## src/rtl/timer_alarm_sched.sv

```systemverilog
// ---------------------------------------------------------------------------
// timer_alarm_sched
//
// Alarm scheduler for the J1 peripheral bus. A free-running 16-bit tick
// counter (COUNT) advances once every PRESC clock cycles while RUN is set.
// Four compare channels can be armed as one-shot or periodic alarms. A
// channel whose target equals the freshly incremented COUNT raises an
// internal hit. A small service FSM then walks the channels in order,
// turning each hit into a pending bit and either reloading a periodic
// target or disarming a one-shot channel. Any unmasked pending bit drives
// the level interrupt.
//
// Register map (16-bit, addr[3:0]):
//   0x0 COUNT   R, any write clears COUNT
//   0x1 CTRL    R/W [3:0] EN, [7:4] PER, [8] RUN
//   0x2 STATUS  R [3:0] pending, write-1-to-clear
//   0x3 IRQMASK R/W [3:0] (only with TIMER_ALARM_IRQ_MASK_EN), reset 0xF
//   0x4..0x7 CMP[0..3] R/W delay/period in ticks
//
// Optional feature macro: TIMER_ALARM_IRQ_MASK_EN
//   defined   -> IRQMASK register present, irq = |(pending & IRQMASK)
//   undefined -> 0x3 reads 0 and ignores writes, irq = |pending
//
// Ports:
//   clk       in   1  system clock, rising edge
//   rst       in   1  synchronous active-low reset
//   addr      in   4  register address
//   cs        in   1  chip select
//   rd        in   1  read strobe (qualified by cs)
//   wr        in   1  write strobe (qualified by cs)
//   d_in      in  16  write data
//   data_out  out 16  registered read data, 0 when not reading
//   irq       out  1  registered level interrupt
//
// Parameters:
//   PRESC  clock cycles per tick, 5..255 (keeps the service pass shorter
//          than one tick period)
//   NCH    number of compare channels, fixed at 4 by the register map
// ---------------------------------------------------------------------------
module timer_alarm_sched #(
  parameter int PRESC = 8,
  parameter int NCH   = 4
) (
  input  logic        clk,
  input  logic        rst,
  input  logic [3:0]  addr,
  input  logic        cs,
  input  logic        rd,
  input  logic        wr,
  input  logic [15:0] d_in,
  output logic [15:0] data_out,
  output logic        irq
);

  // Elaboration-time guard: the service pass needs at least 5 cycles per
  // tick, and the register map only has room for four channels.
  if (PRESC < 5 || PRESC > 255) begin : g_bad_presc
    $error("timer_alarm_sched: PRESC must be in 5..255");
  end
  if (NCH != 4) begin : g_bad_nch
    $error("timer_alarm_sched: NCH must be 4");
  end

  typedef enum logic {
    ST_IDLE,
    ST_SERV
  } state_t;

  // Timebase
  logic [7:0]  r_presc;
  logic [15:0] r_count;

  // Control and channel state
  logic        r_run;
  logic [3:0]  r_en;
  logic [3:0]  r_per;
  logic [3:0]  r_hit;
  logic [3:0]  r_pending;
  logic [15:0] r_cmp    [NCH];
  logic [15:0] r_target [NCH];

  // Service FSM
  state_t      r_state;
  logic [1:0]  r_ch;

  // Registered outputs
  logic [15:0] r_dataOut;
  logic        r_irq;

  // Decode and datapath wires
  logic        w_wrEn;
  logic        w_rdEn;
  logic        w_wrCount;
  logic        w_wrCtrl;
  logic        w_wrStatus;
  logic        w_wrCmp;
  logic        w_tick;
  logic [15:0] w_countInc;
  logic [3:0]  w_svcSet;
  logic [3:0]  w_enNext;
  logic [3:0]  w_arm;
  logic [3:0]  w_match;
  logic [3:0]  w_hitNext;
  logic [3:0]  w_pendingNext;
  logic [3:0]  w_w1c;
  logic [3:0]  w_mask;
  logic [15:0] w_rdData;

  assign w_wrEn     = cs & wr;
  assign w_rdEn     = cs & rd;
  assign w_wrCount  = w_wrEn & (addr == 4'h0);
  assign w_wrCtrl   = w_wrEn & (addr == 4'h1);
  assign w_wrStatus = w_wrEn & (addr == 4'h2);
  assign w_wrCmp    = w_wrEn & (addr[3:2] == 2'b01);

  // The tick fires on the last prescaler count, so COUNT and the compare
  // logic both see it on the same edge.
  assign w_tick     = r_run & (r_presc == 8'(PRESC - 1));
  assign w_countInc = r_count + 16'd1;

`ifdef TIMER_ALARM_IRQ_MASK_EN
  logic [3:0] r_mask;
  logic       w_wrMask;

  assign w_wrMask = w_wrEn & (addr == 4'h3);

  always_ff @(posedge clk) begin
    if (!rst) begin
      r_mask <= 4'hF;
    end else if (w_wrMask) begin
      r_mask <= d_in[3:0];
    end
  end

  assign w_mask = r_mask;
`else
  assign w_mask = 4'hF;
`endif

  // The channel currently addressed by the FSM is serviced only if its hit
  // survived until now; a hit dropped by disarming produces no pending bit.
  always_comb begin
    w_svcSet = 4'h0;
    if (r_state == ST_SERV && r_hit[r_ch]) begin
      w_svcSet[r_ch] = 1'b1;
    end
  end

  // Match uses the value COUNT is about to take. A coincident COUNT clear
  // wins over the tick, so no match is taken on that edge.
  always_comb begin
    w_match = 4'h0;
    for (int i = 0; i < NCH; i++) begin
      w_match[i] = w_tick & ~w_wrCount & r_en[i] & (w_countInc == r_target[i]);
    end
  end

  // A CPU CTRL write overrides the one-shot disarm done by the FSM. Arming
  // is judged against the enable bits as they stand before this edge.
  always_comb begin
    if (w_wrCtrl) begin
      w_enNext = d_in[3:0];
      w_arm    = d_in[3:0] & ~r_en;
    end else begin
      w_enNext = r_en & ~(w_svcSet & ~r_per);
      w_arm    = 4'h0;
    end
  end

  // Disabled channels lose any outstanding hit. FSM set beats W1C.
  assign w_hitNext     = ((r_hit & ~w_svcSet) | w_match) & w_enNext;
  assign w_w1c         = w_wrStatus ? d_in[3:0] : 4'h0;
  assign w_pendingNext = (r_pending & ~w_w1c) | w_svcSet;

  always_comb begin
    w_rdData = 16'h0;
    case (addr)
      4'h0: w_rdData = r_count;
      4'h1: w_rdData = {7'd0, r_run, r_per, r_en};
      4'h2: w_rdData = {12'd0, r_pending};
`ifdef TIMER_ALARM_IRQ_MASK_EN
      4'h3: w_rdData = {12'd0, r_mask};
`endif
      4'h4, 4'h5, 4'h6, 4'h7: w_rdData = r_cmp[addr[1:0]];
      default: w_rdData = 16'h0;
    endcase
  end

  // Prescaler and COUNT freeze together when RUN is low.
  always_ff @(posedge clk) begin
    if (!rst) begin
      r_presc <= 8'd0;
      r_count <= 16'd0;
    end else begin
      if (r_run) begin
        r_presc <= w_tick ? 8'd0 : r_presc + 8'd1;
      end
      if (w_wrCount) begin
        r_count <= 16'd0;
      end else if (w_tick) begin
        r_count <= w_countInc;
      end
    end
  end

  // Control, compare, target, hit and pending registers.
  always_ff @(posedge clk) begin
    if (!rst) begin
      r_run     <= 1'b0;
      r_per     <= 4'h0;
      r_en      <= 4'h0;
      r_hit     <= 4'h0;
      r_pending <= 4'h0;
      for (int i = 0; i < NCH; i++) begin
        r_cmp[i]    <= 16'd0;
        r_target[i] <= 16'd0;
      end
    end else begin
      if (w_wrCtrl) begin
        r_run <= d_in[8];
        r_per <= d_in[7:4];
      end
      r_en      <= w_enNext;
      r_hit     <= w_hitNext;
      r_pending <= w_pendingNext;
      if (w_wrCmp) begin
        r_cmp[addr[1:0]] <= d_in;
      end
      // Changing CMP on an armed channel only affects the next reload.
      for (int i = 0; i < NCH; i++) begin
        if (w_arm[i]) begin
          r_target[i] <= r_count + r_cmp[i];
        end else if (w_svcSet[i] && r_per[i]) begin
          r_target[i] <= r_target[i] + r_cmp[i];
        end
      end
    end
  end

  // Service FSM: one pass over all four channels whenever any hit exists.
  always_ff @(posedge clk) begin
    if (!rst) begin
      r_state <= ST_IDLE;
      r_ch    <= 2'd0;
    end else begin
      case (r_state)
        ST_IDLE: begin
          if (|r_hit) begin
            r_state <= ST_SERV;
            r_ch    <= 2'd0;
          end
        end
        ST_SERV: begin
          if (r_ch == 2'd3) begin
            r_state <= ST_IDLE;
          end
          r_ch <= r_ch + 2'd1;
        end
        default: begin
          r_state <= ST_IDLE;
          r_ch    <= 2'd0;
        end
      endcase
    end
  end

  // Read data and interrupt are both one cycle behind their sources.
  always_ff @(posedge clk) begin
    if (!rst) begin
      r_dataOut <= 16'h0;
      r_irq     <= 1'b0;
    end else begin
      r_dataOut <= w_rdEn ? w_rdData : 16'h0;
      r_irq     <= |(r_pending & w_mask);
    end
  end

  assign data_out = r_dataOut;
  assign irq      = r_irq;

endmodule

```

## config.mk

```make
export PLATFORM = sky130hd
export DESIGN_NAME = timer_alarm_sched
export DESIGN_NICKNAME = d
export VERILOG_FILES = /design/src/rtl/timer_alarm_sched.sv
export SDC_FILE = /design/constraint.sdc
export NUM_CORES = 1
export LEC_CHECK = 0
export ABC_CLOCK_PERIOD_IN_PS = 6650
export BUFFER_PORTS_ARGS = -buffer_cell sky130_fd_sc_hd__buf_4
export CELL_PAD_IN_SITES_DETAIL_PLACEMENT = 1
export CELL_PAD_IN_SITES_GLOBAL_PLACEMENT = 2
export CORE_MARGIN = 2
export CORE_UTILIZATION = 42
export CTS_CLUSTER_SIZE = 24
export DETAILED_ROUTE_END_ITERATION = 8
export GPL_ROUTABILITY_DRIVEN = 0
export PLACE_DENSITY_LB_ADDON = 0.1
export SLEW_MARGIN = 5
export SYNTH_ARGS = -nofsm -noshare
export SYNTH_HDL_FRONTEND = slang
export SYNTH_SLANG_ARGS = --single-unit
```

## constraint.sdc

```tcl
create_clock -name clk -period 6.65 [get_ports clk]
set_input_delay 0.665 -clock clk [delete_from_list [all_inputs] [get_ports clk]]
set_output_delay 0.665 -clock clk [all_outputs]
set_load 0.005 [all_outputs]
```

==> impl_metrics.ini <==
[power_and_ir_drop]
p_sw_mw = 0.671
intPower_mw = 1.95
leakagePower_nw = 5.45
swShare_pct = 25.6
p_comb_share_pct = 9.3
pwr-share-clk_pct = 39.7
powerDensity_nw_per_um2 = 189
peakVddDrop_v = 0.000156
seqPwrFrac_pct = 50.9

[grt]
grt.total_usage_pct = 25.3
grt_overflow_total = 0
grt_pass1_wl_mm = 58.6
grt_start_max_net_pins = 32
grt_pass1_vias = 9841
antenna_found_initial = 1

[floorplan]
ios = 42
die-width_um = 177
die-area_um2 = 31300
fp.coreArea_um2 = 29600
start_util_pct = 42.5
chipHeight_um = 177
rows = 63

[worst_setup_path]
start_kind = input port
crit_fanout = 26
endpoint_kind = flip-flop
rr_worst_depth = 15
cp.arrival_ps = 5390
crit_required_ps = 6840
critical_path_class = in -> reg

[clock_tree]
ctsHoldBuffers = 0
cts.sinks = 189
worstSkewPairLatency_ps = 450
numCtsBuffers = 17
clkSlewWorstSetupHoldPaths_ps = 70
root_buffer = clkbuf_16
h-tree-depth = 4
cts_tree = yes
cts_max_path_buffers = 2
postCtsSetupBuffers = 0
post_cts_resized = 0

[timing]
fin_crit_sh_pct = 78.2
fin_crit_ps = 5200
drv_slew = 0
finalSetupViolations = 0
setup_tns_ps = 0
hold_violations = 0
clock_skew_ps = 12.1
relSlewSlack_pct = 26.1
fmax_mhz = 192
worst_slew_pin_slew_ps = 1110
rsz0062_at_grt = false

[drt]
via_per_inst = 5.70
drt_iter0_drc = 531
dr.pass1.iters = 4
vias = 9632
drtAntennaViolNets = 0
wl_per_cell_um = 22.6
routed_wl_mm = 38.2
drc_errors = 0

[run_status]
outcome = complete, no violations

[logic_synthesis]
ys_types = 64
synth_nets = 1372
synthFlopType = edfxtp_1
ys_seq_area_share_pct = 40.3
syn_inst = 1261
yosys_register_bits = 189
async_flop_share_pct = 0
synth-edff-count = 128
synthesis.yosys.warnings = 0
synth_area_um2 = 12600
synth.avg_cell_area_um2 = 9.96

[place]
placed_area_um2 = 13300
hpwl_mm = 30.7
port_buffers = 41

[finish]
nets = 1398
drive_gt1_share_pct = 13.7
fill_cells = 3328
finish.instance_area_um2 = 13900
area_delta_synth_final_pct = 10.4

[run]
cap_violations = 0

[hold_path]
holdPathStages = 2
hp-class = reg -> reg
## final cells by class
type	instances	area (µm²)	area share, %
multi-input combinational	985	7150	51.6
sequential	189	5060	36.5
tap	390	488	3.52
timing repair buffer	62	465	3.36
clock buffer	19	433	3.12
clock inverter	12	136	0.984
inverter	32	120	0.867
antenna	1	2.50	0.0181
## kinds of logic (layout without fill, tap and decap cells)
logic type	Yosys count	count (layout)	synth area share (%)
flip-flops	189	189	40.3
multiplexers	79	79	8.50
XOR/XNOR	153	153	10.8
adder cells (fa/ha/maj)	86	86	8.87
AND/OR/NAND/NOR	435	435	16.4
buffers and inverters	87	125	2.81
AO/OA/AOI/OAI	232	232	12.2
other	0	1	0
## cell usage after synthesis (12+ instances only)
cell | n | area [µm²]
o21ai_0 | 53 | 265
a22oi_1 | 14 | 105
clkbuf_1 | 41 | 154
nand3_1 | 23 | 115
xnor2_1 | 77 | 674
mux2_2 | 51 | 574
nand4_1 | 15 | 93.8
a21oi_1 | 60 | 300
nand2_1 | 101 | 379
nor3_1 | 34 | 170
a21o_1 | 12 | 90.1
dfxtp_1 | 61 | 1220
mux4_2 | 17 | 383
inv_1 | 32 | 120
nor2_1 | 156 | 586
nand2b_1 | 16 | 100
and3_1 | 29 | 181
a211oi_1 | 16 | 120
edfxtp_1 | 128 | 3840
xor2_1 | 73 | 639
ha_1 | 81 | 1010
## layer usage
| metal | GRT usage, % | vias up | wire length, µm |
|---|---|---|---|
| met5 | 0 | - | 0 |
| met2 | 40.7 | 173 | 17500 |
| li1 | - | 4632 | - |
| met1 | 35.9 | 4791 | 18200 |
| met4 | 7.06 | 0 | 703 |
| met3 | 3.29 | 36 | 1720 |
## stage by stage
| stage | util (%) | hold WS [ps] | power, mW | worst slack (ps) | cells |
|---|---|---|---|---|---|
| final | 46.9 | 487 | 2.62 | 1450 | 1690 |
| after CTS | 46.9 | 485 | 2.63 | 1430 | 1689 |
| after floorplan | - | 436 | 1.51 | 1560 | 1261 |
| after global placement | 45.0 | 466 | 1.60 | 1030 | 1658 |
| after detailed placement | 45.0 | 470 | 1.60 | 943 | 1658 |
| after global routing | 46.9 | 502 | 2.70 | 1020 | 1689 |
## power groups by stage
stage	Clock (mW)	Sequential [mW]	Combinational (mW)
after floorplan	0	1.34	0.175
after global placement	0	1.36	0.242
after detailed placement	0	1.36	0.245
after CTS	1.05	1.33	0.247
after global routing	1.09	1.34	0.272
final	1.04	1.33	0.245
## state kept, by name, summed over array words and instances (netlist names)
name	count
r_cmp	64
r_count	16
r_target	64
r_run	1
r_pending	4
r_en	4
data_out	16
irq	1
r_state	1
r_ch	2
r_per	4
r_presc	8
r_hit	4
## path summary, 6_finish.rpt
kind,from,to,slack [ps]
worst max register to register,r_ch[0],r_target[1][14],1640
worst min-delay path,r_pending[0],r_pending[0],490
worst max-delay path,addr[1],r_target[1][14],1450
worst min register to register,r_pending[0],r_pending[0],490
## cell usage in the layout, fill, tap and decap left out, types with 12 or more instances in the layout
master     count
a211oi_1      16
a21o_1        12
a21oi_1       60
a22oi_1       14
and3_1        29
buf_4         62
clkbuf_16     17
dfxtp_1       61
edfxtp_1     128
ha_1          81
inv_1         32
mux2_2        51
mux4_2        17
nand2_1      101
nand2b_1      16
nand3_1       23
nand4_1       15
nor2_1       155
nor3_1        34
o21ai_0       49
xnor2_1       77
xor2_1        73
## critical path, stage by stage
cell	delay, ps
buf_4	230
nand2b_4	200
or4_4	620
o2111ai_4	230
buf_4	280
mux2_2	370
ha_1	230
fa_1	450
a21oi_1	150
o21bai_1	130
a2111oi_0	710
o31ai_1	240
o41ai_1	450
o21ai_0	200
xnor2_1	160
nor2_1	50
Power figures use the tool's default switching activity.
